**config.mk**
```make
export PLATFORM = sky130hd
export DESIGN_NAME = pipe_stage_skid
export DESIGN_NICKNAME = d
export VERILOG_FILES = /design/src/rtl/pipe_pkg.sv /design/src/rtl/dff.sv /design/src/rtl/pipe_stage_skid.sv
export SDC_FILE = /design/constraint.sdc
export NUM_CORES = 1
export LEC_CHECK = 0
export CORE_UTILIZATION = 46
export CTS_BUF_LIST = sky130_fd_sc_hd__clkbuf_4 sky130_fd_sc_hd__clkbuf_8
export CTS_CLUSTER_SIZE = 28
export DETAILED_ROUTE_END_ITERATION = 12
export PLACE_DENSITY = 0.86
export SKIP_LAST_GASP = 1
export SYNTH_ARGS = -nofsm -noshare
export SYNTH_HDL_FRONTEND = slang
export SYNTH_SLANG_ARGS = --single-unit
```
**constraint.sdc**
```tcl
create_clock -name clk -period 1.6 [get_ports clk]
set_clock_uncertainty 0.15 [all_clocks]
set_input_delay 0.16 -clock clk [delete_from_list [all_inputs] [get_ports clk]]
set_output_delay 0.16 -clock clk [all_outputs]
set_load 0.05 [all_outputs]
```
**src/rtl/pipe_pkg.sv**
```systemverilog
// Shared types for the skid-buffered pipeline stage: occupancy state and its
// two-bit encoding.
package pipe_pkg;

    localparam int OCC_W = 2;

    typedef enum logic [OCC_W-1:0] {
        ST_EMPTY = 2'd0,
        ST_ONE   = 2'd1,
        ST_TWO   = 2'd2
    } pipe_state_e;

    // The state encoding doubles as the number of held entries.
    function automatic logic [OCC_W-1:0] occ_of(input pipe_state_e s);
        return s;
    endfunction

endpackage

```
**src/rtl/dff.sv**
```systemverilog
// Enabled D flip-flop with synchronous active-high reset to a fixed value.
module dff #(
    parameter int               WIDTH     = 1,
    parameter logic [WIDTH-1:0] RESET_VAL = '0
) (
    input  logic             clk,
    input  logic             rst,
    input  logic             en,
    input  logic [WIDTH-1:0] d,
    output logic [WIDTH-1:0] q
);

    always_ff @(posedge clk) begin
        if (rst) begin
            q <= RESET_VAL;
        end else if (en) begin
            q <= d;
        end
    end

endmodule

```
**src/rtl/pipe_stage_skid.sv**
```systemverilog
// Valid/ready pipeline stage with a one-entry skid register so in_ready never
// depends combinationally on out_ready; stall freezes, flush empties.
module pipe_stage_skid
    import pipe_pkg::*;
#(
    parameter int               WIDTH     = 32,
    parameter logic [WIDTH-1:0] RESET_VAL = '0
) (
    input  logic             clk,
    input  logic             rst,
    input  logic             in_valid,
    output logic             in_ready,
    input  logic [WIDTH-1:0] in_data,
    output logic             out_valid,
    input  logic             out_ready,
    output logic [WIDTH-1:0] out_data,
    input  logic             stall,
    input  logic             flush,
    output logic [OCC_W-1:0] occupancy
);

    pipe_state_e      state_q, state_d;
    logic [OCC_W-1:0] occ_q;
    logic             main_en, skid_en;
    logic [WIDTH-1:0] main_d, main_q, skid_q;
    logic             accept, drain;

    assign in_ready  = (state_q != ST_TWO) & ~stall & ~flush & ~rst;
    assign out_valid = (state_q != ST_EMPTY) & ~stall & ~rst;
    assign accept    = in_valid & in_ready;
    assign drain     = out_valid & out_ready;

    always_comb begin
        state_d = state_q;
        main_en = 1'b0;
        skid_en = 1'b0;
        main_d  = in_data;
        if (flush) begin
            state_d = ST_EMPTY;
        end else begin
            unique case (state_q)
                ST_EMPTY: begin
                    if (accept) begin
                        main_en = 1'b1;
                        state_d = ST_ONE;
                    end
                end
                ST_ONE: begin
                    if (accept && drain) begin
                        main_en = 1'b1;
                    end else if (accept) begin
                        skid_en = 1'b1;
                        state_d = ST_TWO;
                    end else if (drain) begin
                        state_d = ST_EMPTY;
                    end
                end
                ST_TWO: begin
                    // in_ready is low here, so only the skid entry can advance.
                    if (drain) begin
                        main_en = 1'b1;
                        main_d  = skid_q;
                        state_d = ST_ONE;
                    end
                end
                default: state_d = ST_EMPTY;
            endcase
        end
    end

    always_ff @(posedge clk) begin
        if (rst) begin
            state_q <= ST_EMPTY;
            occ_q   <= '0;
        end else begin
            state_q <= state_d;
            occ_q   <= occ_of(state_d);
        end
    end

    for (genvar gi = 0; gi < WIDTH; gi++) begin : g_bit
        dff #(.WIDTH(1), .RESET_VAL(RESET_VAL[gi])) u_main (
            .clk (clk),
            .rst (rst),
            .en  (main_en),
            .d   (main_d[gi]),
            .q   (main_q[gi])
        );
        dff #(.WIDTH(1), .RESET_VAL(RESET_VAL[gi])) u_skid (
            .clk (clk),
            .rst (rst),
            .en  (skid_en),
            .d   (in_data[gi]),
            .q   (skid_q[gi])
        );
    end

    assign out_data  = main_q;
    assign occupancy = occ_q;

endmodule
```
==> results of run 1 <==
==> cell usage after synthesis (all sizes together) <==
master,count,area [um2]
a2111oi,1,8.76
inv,1,3.75
dfxtp,66,1320
a21oi,66,330
o21ai,2,13.8
nand2,65,244
clkbuf,14,52.6
nor2b,2,12.5
nand2b,1,6.26
nor2,3,11.3
nor3,3,20.0
buf,47,334
a211o,1,8.76
nand3b,2,15.0
or3,2,17.5
mux2i,32,320
xnor2,1,8.76
a211oi,33,248
and2,1,6.26
==> flip-flops by register name (all words and copies together) (netlist names) <==
register	flops
occupancy	2
g_bit.u_skid.q	32
g_bit.u_main.q	32
==> layer usage <==
metal	global-route usage, %	vias up	part of all wire, %
met5	0	-	0
met4	9.66	0	1.9
met2	33.1	89	48
met1	28.0	1188	44
met3	5.82	10	6.3
li1	-	1285	-
==> repair_timing <==
item | CTS | global route
resized for setup | 6 | 18
endpoints found under the setup margin | 34 | 61
cloned | 0 | 4
buffers inserted | 0 | 5
hold buffers | 1 | 0
pin swaps | 2 | 2
hold endpoints to repair | 1 | 0
==> worst register-to-register path, delay by kind of cell, from the launching register on <==
kind | cells | cell delay (ps)
AND/OR/NAND/NOR | 1 | 230
buffers and inverters | 1 | 160
flip-flops | 1 | 390
AO/OA/AOI/OAI | 3 | 580
==> cell type report <==
cell class / count / area [um2] / area share [%]
Multi-Input combinational cell: 215 / 1350 / 33.7
Sequential cell: 66 / 1330 / 33.2
Timing Repair Buffer: 109 / 1030 / 25.8
Clock buffer: 13 / 154 / 3.84
Tap cell: 75 / 93.8 / 2.34
Clock inverter: 3 / 40.0 / 1.00
Inverter: 1 / 3.75 / 0.0938
==> worst min-delay path by stage <==
| stage | from | endpoint | slack, ps | depth (start not counted) |
|---|---|---|---|---|
| final | flush | occupancy[0]$_SDFFE_PP0P_ | 90 | 3 |
| after global routing | flush | occupancy[0]$_SDFFE_PP0P_ | 120 | 3 |
| after CTS | flush | occupancy[0]$_SDFFE_PP0P_ | 90 | 3 |
| after detailed placement | g_bit[15].u_skid.q$_SDFFE_PP0P_ | g_bit[15].u_skid.q$_SDFFE_PP0P_ | 300 | 2 |
| after global placement | g_bit[15].u_skid.q$_SDFFE_PP0P_ | g_bit[15].u_skid.q$_SDFFE_PP0P_ | 290 | 2 |
| after floorplan | flush | occupancy[0]$_SDFFE_PP0P_ | 80 | 1 |
==> cells in the final DEF, fill, tap and decap left out, types with 3 or more instances in the layout <==
cell              n
clkdlybuf4s50_1  34
buf_12            6
buf_6            10
nor2_1            3
nand2_1          65
buf_4            53
a21oi_1          64
dfxtp_1          64
clkbuf_8          9
clkbuf_4          4
a211oi_1         32
mux2i_1          31
==> cell families after synthesis <==
logic type	after synthesis	share of synthesized area, %
buffers and inverters	62	13.1
XOR/XNOR	1	0.294
multiplexers	32	10.7
AO/OA/AOI/OAI	103	20.4
flip-flops	66	44.3
AND/OR/NAND/NOR	79	11.2
==> report_power, final <==
group | internal, mW | total, mW | switching (mW)
combinational | 0.208 | 0.478 | 0.271
clock | 0.785 | 1.38 | 0.599
sequential | 1.67 | 1.69 | 0.0182
==> flow_summary_export.csv, run 1 <==
group,metric,value,unit
status,status,"finished with violations",
status,failed_checks,"setup timing",
global_route,track_usage,21.5,%
flow_run,maxCapViolCount,0,
global_route,antenna_found_initial,0,
clock_network,insertion_delay,350,ps
sta,rsz0062_at_grt,"true",
floorplanning,ios,74,
setup_path,startpoint_type,"register",
final_layout,nNetsFinal,440,
sta,setup_viol,2,
yosys,syn_inst,343,
setup_path,cp.arrival,1700,ps
sta,slew_headroom,55.3,%
setup_path,slowest_delay,390,ps
sta,worstMarginPinSlew,670,ps
setup_path,cp_max_fo,7,
setup_path,crit_path_start,"occupancy[0]$_SDFFE_PP0P_",
sta,finalWorstPathRequiredPeriod,1640,ps
detailed_routing,drt_pass1_iterations,4,
floorplanning,rows,28,
clock_network,cts_buffers,9,
placement,pre_cts_ws,-456,ps
setup_path,worst-path-buf-inv,1,
setup_path,rrSetupSlack,-40,ps
sta,fin_ws,-38.9,ps
placement,place_hpwl,4.60,mm
clock_network,clockRootBuffer,"clkbuf_8",
min_path,hold_class,"primary input to register",
setup_path,path_delay_family,"compound AO/OA/AOI/OAI gates",
setup_path,worstRegToRegCells,5,
final_layout,drive_gt1_share,25.3,%
placement,gp_congestion,0.838,
yosys,yosysWarnings,0,
yosys,synth-seq-cells,66,
placement,dpl_cell_area,3640,um2
setup_path,path_cells,"nand3b_1 > o21ai_4 > buf_6 > a21oi_1 > a211oi_4",
floorplanning,initial_core_util,48.9,%
yosys,avgSynthCellArea,8.70,um2
final_layout,stdcell_area,4000,um2
final_layout,stdcell_count,482,
detailed_routing,drc,0,
placement,dp_cells,456,
sta,holdWs,91.9,ps
detailed_routing,vias_per_cell,5.34,
power,leakagePower,1.70,nW
clock_network,clock_path_buffers,2,
clock_network,clkSinkCount,66,
power,p_total,3.55,mW
floorplanning,die_w,82.5,um
final_layout,final.fill_count,492,
detailed_routing,wire_per_inst,15.1,um
clock_network,htree_levels,3,
placement,portBuffers,73,
yosys,netlist_area,2980,um2
setup_path,endpoint_kind,"register",
sta,fmax,0.610,GHz
floorplanning,die_h,82.5,um
yosys,yosysUniqueCellTypes,24,
setup_path,cp.required,1660,ps
global_route,grt_pass1_vias,2295,
setup_path,r2r-start,"occupancy[0]$_SDFFE_PP0P_",
sta,hold_viol_final,0,
global_route,grt_pass1_wl,10.8,mm
setup_path,worstSetupPathType,"register to register",
clock_network,cts_tree,"yes",
global_route,grt_max_degree,66,
yosys,syn_nets,381,
floorplanning,core_area,6100,um2
setup_path,cpMaxStageDelayCell,"dfxtp_4",
power,peakVddDrop,591,uV
detailed_routing,ant_nets,0,
setup_path,cp.depth,5,
detailed_routing,drtIter0Drc,142,
global_route,overflow,0,
yosys,ys_seq_area_share,44.3,%
sta,finalSetupTns,-41.4,ps
clock_network,path_clk_slew,70,ps
final_layout,areaGrowthSynthToFinish,34.2,%
final_layout,antenna_cells,0,
detailed_routing,num_vias,2572,
detailed_routing,finalWirelength,7.29,mm
setup_path,r2r-end,"g_bit[11].u_main.q$_SDFFE_PP0P_",
setup_path,crit_end,"g_bit[11].u_main.q$_SDFFE_PP0P_",
power,power_density,887,nW/um2
floorplanning,die_area,6810,um2
final_layout,finish.utilization,65.7,%
sta,fin_crit_sh,102,%
sta,maxSlewViolCount,0,
(Power assumes the default switching activity.)
==> inputs of run 2 (changes only) <==
Settings changed: CAP_MARGIN set to 10, CORE_MARGIN set to 2.
==> run 2 against run 1 <==
  * The flow still finishes with violations (setup timing)
  * Total power up 5.7%
  * Wire length increased by 0.69%
  * Count of clock-buffer cells in the layout decreased by 3
==> flow_summary_export.csv, run 2 (synthesized netlist as in run 1, its figures left out) <==
group,metric,value,unit
status,status,"finished with violations",
status,failed_checks,"setup timing",
floorplanning,core_area,6310,um2
final_layout,finish.utilization,62.2,%
floorplanning,die_w,84.5,um
clock_network,htree_levels,3,
sta,holdWs,27.4,ps
placement,portBuffers,73,
min_path,hold_class,"primary input to register",
global_route,track_usage,19.9,%
sta,fin_ws,-40.9,ps
setup_path,cp.arrival,1750,ps
detailed_routing,num_vias,2522,
detailed_routing,drc,0,
setup_path,cp_max_fo,21,
setup_path,worstSetupPathType,"register to register",
clock_network,insertion_delay,340,ps
setup_path,crit_path_start,"occupancy[1]$_SDFFE_PP0P_",
power,peakVddDrop,534,uV
global_route,grt_pass1_wl,11.4,mm
final_layout,mostFrequentLayoutCells,"a21oi_1 (65), nand2_1 (65), dfxtp_1 (64), buf_4 (49), clkdlybuf4s50_1 (34)",
power,leakagePower,1.65,nW
floorplanning,die_h,84.5,um
clock_network,path_clk_slew,70,ps
placement,place_hpwl,4.55,mm
setup_path,path_cells,"nand3b_1 > buf_4 > nor3_4 > buf_12 > nand2_1 > a21oi_1",
detailed_routing,drt_pass1_iterations,4,
global_route,overflow,0,
min_path,min_from,"rst",
detailed_routing,finalWirelength,7.34,mm
flow_run,maxCapViolCount,0,
floorplanning,initial_core_util,47.2,%
detailed_routing,wire_per_inst,15.5,um
clock_network,clock_path_buffers,2,
sta,hold_viol_final,0,
final_layout,drive_gt1_share,23.0,%
sta,setup_viol,1,
clock_network,cts_buffers,9,
setup_path,endpoint_kind,"register",
floorplanning,ios,74,
final_layout,stdcell_count,473,
clock_network,cts_tree,"yes",
setup_path,startpoint_type,"register",
global_route,grt_max_degree,39,
detailed_routing,drtIter0Drc,208,
final_layout,antenna_cells,0,
sta,fmax,0.609,GHz
setup_path,cp.required,1710,ps
clock_network,clkSinkCount,66,
sta,rsz0062_at_grt,"true",
sta,slew_headroom,75.5,%
detailed_routing,ant_nets,0,
placement,dp_cells,452,
floorplanning,rows,29,
final_layout,areaGrowthSynthToFinish,31.6,%
setup_path,slowest_delay,360,ps
placement,gp_congestion,0.792,
clock_network,clockRootBuffer,"clkbuf_8",
global_route,antenna_found_initial,0,
setup_path,r2r-start,"occupancy[1]$_SDFFE_PP0P_",
sta,worstMarginPinSlew,359,ps
sta,fin_crit_sh,103,%
power,power_density,956,nW/um2
final_layout,nNetsFinal,429,
sta,maxSlewViolCount,0,
floorplanning,die_area,7140,um2
sta,finalWorstPathRequiredPeriod,1640,ps
setup_path,cpMaxStageDelayCell,"dfxtp_4",
global_route,grt_pass1_vias,2391,
detailed_routing,vias_per_cell,5.33,
run 2: changes by cell type in the layout (fill, tap and decap cells not counted), sizes merged:
cell	change
bufinv	+1
inv	+2
clkinv	-1
clkbuf	-3
clkinvlp	+1
buf	-11
run 2: critical path, delay by kind of cell (launching register included):
kind | cells | cell delay, ps
buffers and inverters | 2 | 370
and+or+nand+nor | 3 | 490
AOI/OAI and AO/OA | 1 | 180
DFF | 1 | 360
run 2: per-stage QoR:
| step | area, um2 | total power [mW] | setup TNS, ps | worst slack [ps] |
|---|---|---|---|---|
| 2_1_floorplan | 3070 | 2.01 | -993 | -34.3 |
| 3_3_place_gp | 3610 | 2.18 | -19510 | -383 |
| 3_5_place_dp | 3610 | 2.18 | -22360 | -420 |
| 4_1_cts | 3850 | 3.75 | 0 | 18.7 |
| 5_1_grt | 3930 | 3.88 | -1520 | -124 |
| 6_report | 3930 | 3.75 | -40.9 | -40.9 |
run 2: layout make-up:
cell class              count  area (um2)
inverters                   1        3.75
repair buffers             98         933
flip-flops and latches     66        1330
well taps                  77        96.3
multi-input cells         215        1340
clock buffers              10         138
clock inverters             6        87.6
fillers                   539        2390
run 2: final timing paths:
kind                                     end  slack, ps  depth (start not counted)
max          g_bit[23].u_skid.q$_SDFFE_PP0P_        -40                          6
min                occupancy[1]$_SDFFE_PP0P_         30                          3
max reg2reg  g_bit[23].u_skid.q$_SDFFE_PP0P_        -40                          6
min reg2reg  g_bit[25].u_skid.q$_SDFFE_PP0P_        310                          2
run 2: report_power, final:
group	total (mW)	internal, mW	switching, mW
clock	1.59	0.923	0.664
combinational	0.478	0.208	0.270
sequential	1.69	1.67	0.0182
run 2: layer usage:
layer | wire, um | global-route usage [%] | vias to the layer above
li1 | - | - | 1255
met1 | 3190 | 25.3 | 1191
met2 | 3600 | 31.6 | 63
met3 | 412 | 6.19 | 13
met4 | 134 | 7.79 | 0
met5 | 0 | 0 | -
run 2: timing repair:
action                                  4_1_cts  5_1_grt
endpoints found under the setup margin       33       32
setup buffers                                 0        2
cloned                                        0        2
resized for setup                             4        6
pin swaps                                     1        0
hold buffers                                  1        0
endpoints found under the hold margin         1        0
==> inputs of run 3 (changes only) <==
Settings changed: CORE_MARGIN 2 to 1, CORE_UTILIZATION 46 to 59, DONT_BUFFER_PORTS set to 1.
==> run 3 against run 2 <==
  * The run ends with hold timing left
  * Largest power group unchanged
  * Die area decreased by 25%
  * First-iteration DRC count rose by 16%
  * Sequential share of layout area increased by 4.9 points
  * Largest cell class is now registers
  * Utilization is 9.4 points higher
  * Setup slack improved by 91 ps
  * Via count decreased by 5.4%
  * Hold slack lost 290 ps
  * Design area decreased by 13%
  * Critical path depth increased by 1
==> flow_summary_export.csv, run 3 (synthesized netlist as in run 1, its figures left out) <==
group,metric,value,unit
status,failed_checks,"hold timing",
detailed_routing,num_vias,2386,
setup_path,endpoint_kind,"register",
final_layout,final.fill_count,370,
power,peakVddDrop,733,uV
detailed_routing,top_layer,"met4",
sta,fmax,0.645,GHz
sta,setup_viol,0,
flow_run,maxCapViolCount,0,
final_layout,mostFrequentLayoutCells,"a21oi_1 (65), nand2_1 (65), dfxtp_1 (64), buf_4 (46), a211oi_1 (33)",
detailed_routing,wl_met3,454,um
sta,fin_crit_sh,96.8,%
setup_path,crit_path_start,"occupancy[0]$_SDFFE_PP0P_",
global_route,grt_pass1_vias,2251,
final_layout,areaGrowthSynthToFinish,14.8,%
floorplanning,rows,25,
clock_network,insertion_delay,330,ps
power,power_density,1050,nW/um2
detailed_routing,finalWirelength,6.41,mm
setup_path,path_delay_family,"buffers and inverters",
detailed_routing,wl_met2,3.19,mm
floorplanning,core_area,4790,um2
placement,portBuffers,0,
placement,place_hpwl,4.37,mm
floorplanning,ios,74,
clock_network,path_clk_slew,70,ps
floorplanning,die_h,73.1,um
sta,hold_viol_final,66,
clock_network,htree_levels,3,
global_route,grt_pass1_wl,10.2,mm
setup_path,cp.arrival,1650,ps
setup_path,worstSetupPathType,"register to register",
global_route,grt_max_degree,71,
power,leakagePower,1.45,nW
power,seq_power_share,46.9,%
setup_path,cp.required,1700,ps
sta,holdWs,-258,ps
setup_path,slowest_delay,350,ps
sta,worstMarginPinSlew,296,ps
min_path,min_from,"rst",
power,combPwrFrac,8.4,%
setup_path,r2r-end,"g_bit[20].u_skid.q$_SDFFE_PP0P_",
setup_path,cp_common_cell,"buf_4",
sta,rsz0062_at_grt,"true",
detailed_routing,vias_per_cell,5.68,
detailed_routing,drc,0,
detailed_routing,drtIter0Drc,241,
setup_path,startpoint_type,"register",
sta,finalWorstPathRequiredPeriod,1550,ps
sta,slew_headroom,80.2,%
floorplanning,die_w,73.1,um
final_layout,antenna_cells,0,
sta,finalSetupTns,0,ps
power,switching_share,22.8,%
global_route,antenna_found_initial,0,
setup_path,worstRegToRegCells,7,
global_route,track_usage,25.4,%
clock_network,clock_path_buffers,2,
detailed_routing,wire_per_inst,15.3,um
detailed_routing,m1WireLength,2.62,mm
clock_network,clockRootBuffer,"clkbuf_8",
clock_network,clkSinkCount,66,
detailed_routing,drt_pass1_iterations,4,
clock_network,cts_hold_buf,1,
setup_path,cp.depth,7,
sta,maxSlewViolCount,0,
floorplanning,die_area,5340,um2
final_layout,drive_gt1_share,22.4,%
floorplanning,initial_core_util,62.3,%
power,pwr-share-clk,44.7,%
clock_network,cts_buffers,9,
placement,gp_congestion,0.821,
setup_path,cpMaxStageDelayCell,"dfxtp_4",
status,status,"finished with violations",
detailed_routing,ant_nets,0,
clock_network,cts_tree,"yes",
setup_path,rrSetupSlack,50,ps
power,p_int,2.78,mW
setup_path,worst-path-buf-inv,3,
setup_path,r2r-start,"occupancy[0]$_SDFFE_PP0P_",
setup_path,path_cells,"buf_4 > nand3b_1 > buf_4 > nor3_4 > buf_6 > nand2_1 > a21oi_1",
min_path,hold_class,"primary input to register",
final_layout,nNetsFinal,386,
setup_path,cp_max_fo,18,
global_route,overflow,0,
setup_path,crit_end,"g_bit[20].u_skid.q$_SDFFE_PP0P_",
power,p_sw,0.821,mW
final_layout,finish.utilization,71.6,%
run 3: cell types whose count changed in the layout (fill, tap and decap cells not counted), sizes merged:
cell,delta
dlygate4sd2,-2
inv,-2
clkbuf,+1
clkdlybuf4s50,-34
buf,-6
run 3: layout make-up:
type | count | area (um2) | area share, %
flip-flops and latches | 66 | 1330 | 38.8
clock inverters | 4 | 72.6 | 2.12
inverters | 1 | 3.75 | 0.110
multi-input cells | 215 | 1310 | 38.2
repair buffers | 55 | 463 | 13.5
clock buffers | 12 | 165 | 4.82
well taps | 67 | 83.8 | 2.45
run 3: stage by stage:
step	instances	power (mW)	cell area, um2	setup slack (ps)
after global placement	403	2.01	3150	81.4
after detailed placement	403	2.02	3150	1.93
after CTS	420	3.62	3400	15.8
after floorplan	343	2.01	3070	-34.3
after global routing	420	3.72	3430	-34.6
final	420	3.60	3430	50.6
run 3: how the worst min path moves through the flow:
| stage | cells past startpoint | end | slack, ps |
|---|---|---|---|
| after floorplan | 1 | occupancy[0]$_SDFFE_PP0P_ | 80 |
| after global placement | 1 | g_bit[10].u_skid.q$_SDFFE_PP0P_ | 80 |
| after detailed placement | 1 | g_bit[11].u_skid.q$_SDFFE_PP0P_ | 90 |
| after CTS | 1 | g_bit[11].u_skid.q$_SDFFE_PP0P_ | -270 |
| after global routing | 1 | g_bit[10].u_skid.q$_SDFFE_PP0P_ | -280 |
| final | 1 | g_bit[10].u_skid.q$_SDFFE_PP0P_ | -260 |
run 3: repair_timing:
action	in CTS	in global routing
buffers inserted	0	0
resized for setup	0	7
hold endpoints to repair	66	66
endpoints found under the setup margin	0	28
run 3: layer usage:
| layer | global-route usage (%) | up-vias |
|---|---|---|
| met2 | 43.1 | 99 |
| met5 | 0 | - |
| met4 | 11.8 | 0 |
| met1 | 28.9 | 1101 |
| li1 | - | 1170 |
| met3 | 8.29 | 16 |
run 3: power by group through the flow:
stage          Clock (mW)  Sequential, mW  Combinational [mW]
2_1_floorplan           0            1.72               0.285
3_3_place_gp            0            1.72               0.292
3_5_place_dp            0            1.72               0.297
4_1_cts              1.63            1.69               0.300
5_1_grt              1.71            1.69               0.320
6_report             1.61            1.69               0.303
